$ cat config.mk
export PLATFORM = sky130hd
export DESIGN_NAME = accumulator_alu_unit_flat
export DESIGN_NICKNAME = d
export VERILOG_FILES = /design/src/rtl/accumulator_alu_unit_pkg.sv /design/src/rtl/accumulator_alu_unit_if.sv /design/src/rtl/accumulator_alu_unit_mul.sv /design/src/rtl/accumulator_alu_unit.sv /design/src/flat_wrapper.sv
export SDC_FILE = /design/constraint.sdc
export NUM_CORES = 1
export LEC_CHECK = 0
export ABC_CLOCK_PERIOD_IN_PS = 4300
export CELL_PAD_IN_SITES_DETAIL_PLACEMENT = 2
export CELL_PAD_IN_SITES_GLOBAL_PLACEMENT = 2
export CORE_ASPECT_RATIO = 2
export CORE_MARGIN = 1
export CORE_UTILIZATION = 37
export CTS_CLUSTER_DIAMETER = 200
export DETAILED_ROUTE_END_ITERATION = 8
export PLACE_DENSITY = 0.92
export SETUP_SLACK_MARGIN = 0.1
export SLEW_MARGIN = 20
export SYNTH_ARGS = -nofsm -noshare
export SYNTH_HDL_FRONTEND = slang
export SYNTH_SLANG_ARGS = --single-unit
$ cat constraint.sdc
create_clock -name clk -period 4.3 [get_ports clk]
set_input_delay 1.075 -clock clk [delete_from_list [all_inputs] [get_ports clk]]
set_output_delay 1.075 -clock clk [all_outputs]
set_load 0.005 [all_outputs]
$ cat src/rtl/accumulator_alu_unit_pkg.sv
// Shared definitions for the accumulator ALU stage: opcodes, FSM state
// encoding and a small opcode classifier. The control unit uses the same package.
package accumulator_alu_unit_pkg;

  localparam int WIDTH   = 16;
  localparam int SHAMT_W = 4;

  localparam logic [2:0] OP_LOAD = 3'd0;
  localparam logic [2:0] OP_ADD  = 3'd1;
  localparam logic [2:0] OP_SUB  = 3'd2;
  localparam logic [2:0] OP_AND  = 3'd3;
  localparam logic [2:0] OP_OR   = 3'd4;
  localparam logic [2:0] OP_SLL  = 3'd5;
  localparam logic [2:0] OP_SRA  = 3'd6;
  localparam logic [2:0] OP_MUL  = 3'd7;

  typedef enum logic [1:0] {
    ST_IDLE  = 2'd0,
    ST_SHIFT = 2'd1,
    ST_MUL   = 2'd2,
    ST_DONE  = 2'd3
  } state_t;

  // LOAD/ADD/SUB/AND/OR finish in the same edge that accepts them
  function automatic logic is_single_cycle(input logic [2:0] op);
    return (op <= OP_OR);
  endfunction

endpackage

$ cat src/rtl/accumulator_alu_unit_if.sv
// Bus between the control FSM (master) and the accumulator ALU stage (slave).
//
// Handshake: the master raises start together with a stable opcode/operand.
// The slave accepts it only on a rising clock edge where it is idle
// (busy==0); start is ignored, not queued, at any other time. busy is high
// from the cycle after acceptance until the slave is idle again, and done
// pulses for exactly one cycle when acc_out holds the final result.
interface accumulator_alu_unit_if #(parameter int WIDTH = 16);
  import accumulator_alu_unit_pkg::*;

  logic             start;
  logic [2:0]       opcode;
  logic [WIDTH-1:0] operand;
  logic [WIDTH-1:0] acc_out;
  logic             busy;
  logic             done;
  logic             zero;
  logic             overflow;
  state_t           state;     // debug view of the FSM state

  modport master (
    output start, opcode, operand,
    input  acc_out, busy, done, zero, overflow, state
  );

  modport slave (
    input  start, opcode, operand,
    output acc_out, busy, done, zero, overflow, state
  );

endinterface

$ cat src/rtl/accumulator_alu_unit_mul.sv
// Iterative shift-add multiplier (LSB-first). start latches the operands and
// clears the product; each step cycle adds the shifted multiplicand when the
// current multiplier bit is set. result is the product after the current step,
// so the caller can capture it on the cycle where last is high.
module accumulator_alu_unit_mul #(
  parameter int WIDTH = 16,
  parameter int CNT_W = 4
) (
  input  logic             clk,
  input  logic             rst,
  input  logic             start,
  input  logic             step,
  input  logic [WIDTH-1:0] multiplicand,
  input  logic [WIDTH-1:0] multiplier,
  output logic [WIDTH-1:0] result,
  output logic             last
);

  logic [WIDTH-1:0] mcand;
  logic [WIDTH-1:0] mplier;
  logic [WIDTH-1:0] prod;
  logic [CNT_W-1:0] cnt;

  assign result = prod + (mplier[0] ? mcand : '0);
  assign last   = step && (cnt == CNT_W'(WIDTH - 1));

  // operand latch on start, one shift-add iteration per step
  always_ff @(posedge clk or posedge rst) begin
    if (rst) begin
      mcand  <= '0;
      mplier <= '0;
      prod   <= '0;
      cnt    <= '0;
    end else if (start) begin
      mcand  <= multiplicand;
      mplier <= multiplier;
      prod   <= '0;
      cnt    <= '0;
    end else if (step) begin
      prod   <= result;
      mcand  <= mcand << 1;
      mplier <= mplier >> 1;
      cnt    <= cnt + 1'b1;
    end
  end

endmodule

$ cat src/rtl/accumulator_alu_unit.sv
// Sequential ALU stage that updates the processor accumulator from the
// selected operand. Single-cycle ops retire at the accepting edge; shifts run
// one bit per cycle and multiply runs WIDTH shift-add cycles.
module accumulator_alu_unit
  import accumulator_alu_unit_pkg::*;
#(
  parameter int WIDTH   = 16,
  parameter int SHAMT_W = 4
) (
  input  logic                  clk,
  input  logic                  rst,
  accumulator_alu_unit_if.slave bus
);

  state_t             state, state_next;
  logic [WIDTH-1:0]   acc;
  logic               zero_q;
  logic               ovf_q;
  logic [SHAMT_W-1:0] sh_cnt;
  logic               sh_sra;
  logic [WIDTH-1:0]   alu_res;
  logic               alu_ovf;
  logic [WIDTH-1:0]   shift_res;
  logic [SHAMT_W-1:0] sh_amt;
  logic               accept;
  logic               mul_start;
  logic               mul_step;
  logic               mul_last;
  logic [WIDTH-1:0]   mul_res;

  assign accept    = (state == ST_IDLE) && bus.start;
  assign sh_amt    = bus.operand[SHAMT_W-1:0];
  assign mul_start = accept && (bus.opcode == OP_MUL);
  assign mul_step  = (state == ST_MUL);
  assign shift_res = sh_sra ? {acc[WIDTH-1], acc[WIDTH-1:1]} : {acc[WIDTH-2:0], 1'b0};

  assign bus.acc_out  = acc;
  assign bus.busy     = (state != ST_IDLE);
  assign bus.done     = (state == ST_DONE);
  assign bus.zero     = zero_q;
  assign bus.overflow = ovf_q;
  assign bus.state    = state;

  accumulator_alu_unit_mul #(.WIDTH(WIDTH), .CNT_W(SHAMT_W)) u_acc_shift_add_mul (
    .clk          (clk),
    .rst          (rst),
    .start        (mul_start),
    .step         (mul_step),
    .multiplicand (bus.operand),
    .multiplier   (acc),
    .result       (mul_res),
    .last         (mul_last)
  );

  // single-cycle result and signed overflow for the current opcode
  always_comb begin
    alu_res = acc;
    alu_ovf = 1'b0;
    case (bus.opcode)
      OP_LOAD: alu_res = bus.operand;
      OP_ADD: begin
        alu_res = acc + bus.operand;
        alu_ovf = (acc[WIDTH-1] == bus.operand[WIDTH-1]) && (alu_res[WIDTH-1] != acc[WIDTH-1]);
      end
      OP_SUB: begin
        alu_res = acc - bus.operand;
        alu_ovf = (acc[WIDTH-1] != bus.operand[WIDTH-1]) && (alu_res[WIDTH-1] != acc[WIDTH-1]);
      end
      OP_AND:  alu_res = acc & bus.operand;
      OP_OR:   alu_res = acc | bus.operand;
      default: alu_res = acc;
    endcase
  end

  // FSM state register
  always_ff @(posedge clk or posedge rst) begin
    if (rst) state <= ST_IDLE;
    else     state <= state_next;
  end

  // FSM next-state logic
  always_comb begin
    state_next = state;
    case (state)
      ST_IDLE: begin
        if (bus.start) begin
          if (is_single_cycle(bus.opcode))                        state_next = ST_DONE;
          else if (bus.opcode == OP_MUL)                          state_next = ST_MUL;
          else if (sh_amt == '0)                                  state_next = ST_DONE;
          else                                                    state_next = ST_SHIFT;
        end
      end
      ST_SHIFT: if (sh_cnt == SHAMT_W'(1)) state_next = ST_DONE;
      ST_MUL:   if (mul_last)              state_next = ST_DONE;
      ST_DONE:  state_next = ST_IDLE;
      default:  state_next = ST_IDLE;
    endcase
  end

  // accumulator, flags and shift counter
  always_ff @(posedge clk or posedge rst) begin
    if (rst) begin
      acc    <= '0;
      zero_q <= 1'b0;
      ovf_q  <= 1'b0;
      sh_cnt <= '0;
      sh_sra <= 1'b0;
    end else begin
      case (state)
        ST_IDLE: begin
          if (accept) begin
            ovf_q <= alu_ovf;
            if (is_single_cycle(bus.opcode)) begin
              acc    <= alu_res;
              zero_q <= (alu_res == '0);
            end else if (bus.opcode != OP_MUL) begin
              sh_cnt <= sh_amt;
              sh_sra <= (bus.opcode == OP_SRA);
              if (sh_amt == '0) zero_q <= (acc == '0);
            end
          end
        end
        ST_SHIFT: begin
          acc    <= shift_res;
          sh_cnt <= sh_cnt - 1'b1;
          if (sh_cnt == SHAMT_W'(1)) zero_q <= (shift_res == '0);
        end
        ST_MUL: begin
          if (mul_last) begin
            acc    <= mul_res;
            zero_q <= (mul_res == '0);
          end
        end
        default: ;
      endcase
    end
  end

endmodule

$ cat src/flat_wrapper.sv
// flat-port wrapper written by rule: the top's interface ports become plain ports
module accumulator_alu_unit_flat import accumulator_alu_unit_pkg::*;
#(
  parameter int WIDTH   = 16,
  parameter int SHAMT_W = 4
)
  (clk, rst, bus_start, bus_opcode, bus_operand, bus_acc_out, bus_busy, bus_done, bus_zero, bus_overflow, bus_state);
  accumulator_alu_unit_if #(.WIDTH(WIDTH)) bus_i ();
  input  logic clk;
  input  logic rst;
  input wire logic [$bits(bus_i.start)-1:0] bus_start;
  input wire logic [$bits(bus_i.opcode)-1:0] bus_opcode;
  input wire logic [$bits(bus_i.operand)-1:0] bus_operand;
  output wire logic [$bits(bus_i.acc_out)-1:0] bus_acc_out;
  output wire logic [$bits(bus_i.busy)-1:0] bus_busy;
  output wire logic [$bits(bus_i.done)-1:0] bus_done;
  output wire logic [$bits(bus_i.zero)-1:0] bus_zero;
  output wire logic [$bits(bus_i.overflow)-1:0] bus_overflow;
  output wire logic [$bits(bus_i.state)-1:0] bus_state;
  assign bus_i.start = bus_start;
  assign bus_i.opcode = bus_opcode;
  assign bus_i.operand = bus_operand;
  assign bus_acc_out = bus_i.acc_out;
  assign bus_busy = bus_i.busy;
  assign bus_done = bus_i.done;
  assign bus_zero = bus_i.zero;
  assign bus_overflow = bus_i.overflow;
  assign bus_state = bus_i.state;
  accumulator_alu_unit #(.WIDTH(WIDTH), .SHAMT_W(SHAMT_W)) u_core (.clk(clk), .rst(rst), .bus(bus_i));
endmodule
==> run summary <==
status = finished, final reports clean
critical path type = input port to flip-flop
GRT Residual Overflow = 0
Slew headroom = 0.314
core area = 19,900 um^2
initial antenna violation count = 0
CTS tree = done
Syn Inst Count = 952
CP max stage delay = 0.49 ns
commonest non-fill, non-tap cell in the layout = buf_4
CP cell instances = clkdlybuf4s50_1 > inv_1 > ha_4 > buf_4 > nor2_1 > a211oi_4 > a31o_2 > a311oi_2 > a2111o_1 > o211a_1 > a2111oi_2 > and4bb_1 > nand3b_1 > a221oi_2
# rows = 73
clock slew at reported path FFs = 0.06 ns
Power Total = 7700 uW
Routability Congestion = 0.966
drc violations = 0
Final Cycle Share = 0.987
VDD IR-drop max = 0.301 mV
Worst Tran Pin Value = 1.03 ns
drt total wl = 38,200 um
Hold WC Path Type = flip-flop to flip-flop
drt first pass iters = 5
Slowest cell on crit path = clkdlybuf4s50_1
count of cell types in the netlist = 80
RSZ-0062 raised after global routing = true
commonest non-fill, non-tap cells in the layout = buf_4 (120), nand2_1 (113), o21ai_0 (86), dfrtp_1 (77), inv_1 (64)
max cap viols = 0
Fill cells = 2,245
Nets = 1,168
Final setup viols = 0
post-DP HPWL = 27,600 um
first-pass GRT wire length = 56,800 um
Die Wd = 103 um
CP arrival = 4.50 ns
Via density = 6.31
max-slew violations = 0
post-synthesis sequential element count = 77
crit path launch type = input port
Worst setup EP type = flip-flop
io pins = 44
largest net degree at the start of global routing = 58
clk_lat worst skew = 0.36 ns
DR vias = 8,445
# diodes = 0
Setup Skew = 0.00580 ns
Layout area overhead = 25.5%
number of flops mapped to enable cells by yosys = 0
Num CTS Buffers = 9
DRT iter0 DRCs = 510
CP required = 4.55 ns
# port buffers = 43
fmax = 236 MHz
main flop type after synthesis = dfrtp_1
H-tree depth = 3
Leakage = 0.00425 uW
Avg WL per Cell = 28.5 um
Yosys warning count = 0
Syn Area/Cell = 7.89 um^2
die span in y = 203 um
share of cells above drive strength 1 = 0.182
vias in the first global route = 9,720
initial cell density of the core = 0.377
syn nets = 1,048
Final Hold Viols = 0
setup TNS = 0 ns
clk buf depth = 2
power density cells = 817 nW/um^2
Seq/Total Area, Yosys = 0.257
total global routing track utilization = 0.370
clock sink count = 77
Cell Area, Synth = 7510 um^2
hold buffer count at CTS = 0
Synth async-reset ratio = 1.00
Antenna Nets Post-Route = 0
crit path max fanout = 5
fin crit period = 4.24 ns
root buffer cell = clkbuf_16
area of the die = 20,900 um^2
-- metal layers --
layer,share of wire,track usage,vias to the layer above
met3,0.042,0.0483,171
met1,0.36,0.384,4258
met4,0.082,0.291,0
met2,0.52,0.650,354
li1,-,-,3662
met5,0,0,-
-- registers in the layout, indices dropped and copies added, names as in the netlist --
register / count
u_core.bus.acc_out: 16
u_core.bus.overflow: 1
u_core.bus.state: 2
u_core.bus.zero: 1
u_core.sh_cnt: 4
u_core.sh_sra: 1
u_core.u_acc_shift_add_mul.cnt: 4
u_core.u_acc_shift_add_mul.mcand: 16
u_core.u_acc_shift_add_mul.mplier: 16
u_core.u_acc_shift_add_mul.prod: 16
-- power breakdown --
group	internal, uW	leakage (uW)	total (uW)	switching (uW)
Clock	462	0.000145	795	334
Combinational	2140	0.00315	5380	3240
Sequential	1070	0.000947	1520	449
-- through the flow --
step                 util  cell area (um^2)  hold slack [ns]  setup WS [ns]  cells
CTS                 0.466              9280            0.535         0.0273   1336
global placement    0.446              8890            0.488         -0.356   1319
finish              0.473              9420            0.537         0.0556   1338
floorplan               -              7510            0.473          0.440    952
detailed placement  0.446              8890            0.511         -0.560   1319
global route        0.473              9420            0.554        -0.0417   1338
-- worst paths after layout --
check	startpoint	endpoint	slack [ns]	cells after the start
max	bus_operand[8]	u_core.bus.zero	0.06	14
min in group asynchronous	rst	u_core.u_acc_shift_add_mul.mcand[3]	1.05	2
min reg2reg	u_core.u_acc_shift_add_mul.mplier[15]	u_core.u_acc_shift_add_mul.mplier[15]	0.54	2
min	u_core.u_acc_shift_add_mul.mplier[15]	u_core.u_acc_shift_add_mul.mplier[15]	0.54	2
max reg2reg	u_core.bus.acc_out[0]	u_core.bus.zero	0.33	14
max in group asynchronous	rst	u_core.u_acc_shift_add_mul.mcand[10]	2.47	3
-- worst max-delay path: cells and delay by family --
| family | cells | cell delay (ns) |
|---|---|---|
| AND/OR/NAND/NOR | 3 | 0.48 |
| AO/OA/AOI/OAI | 7 | 1.89 |
| buffers and inverters | 3 | 0.73 |
| adder cells (fa/ha/maj) | 1 | 0.32 |
-- repair_timing --
item | 4_1_cts | 5_1_grt
pin swaps | 6 | 13
gates resized for setup | 20 | 32
setup buffers | 2 | 2
endpoints found under the setup margin | 3 | 3
gates cloned | 0 | 0
-- logic make-up after synthesis --
group / synth area share
flip-flops: 0.257
buffers and inverters: 0.0718
AND/OR/NAND/NOR: 0.197
adder cells (fa/ha/maj): 0.126
multiplexers: 0.0550
XOR/XNOR: 0.0280
AO/OA/AOI/OAI: 0.265
-- final cells by class --
cell class,instances,area [um^2],share of cell area
multi-input combinational,749,5260,0.558
sequential,77,1930,0.204
timing repair buffer,164,1350,0.143
tap,262,328,0.0348
inverter,71,268,0.0284
clock buffer,11,243,0.0258
clock inverter,4,48.8,0.00518
-- Yosys cell counts (9+ instances only) --
cell type,instances,share of area
nor2b_1,10,0.0083
a22oi_1,11,0.011
o21ai_0,87,0.058
dfrtp_1,77,0.26
a31oi_1,12,0.010
and3_1,9,0.0075
mux2i_1,39,0.052
nor3_1,22,0.015
nand2b_1,13,0.011
nor2_1,62,0.031
and2_1,17,0.014
nand3_1,20,0.013
ha_1,71,0.12
xnor2_1,15,0.017
clkbuf_1,32,0.016
inv_1,69,0.034
buf_2,11,0.0073
nand2_1,114,0.057
nor4_1,9,0.0075
a21o_1,22,0.022
a221oi_1,9,0.010
a211oi_1,16,0.016
xor2_1,9,0.010
a21oi_1,66,0.044
No activity file was read; power rests on OpenSTA's default activity.
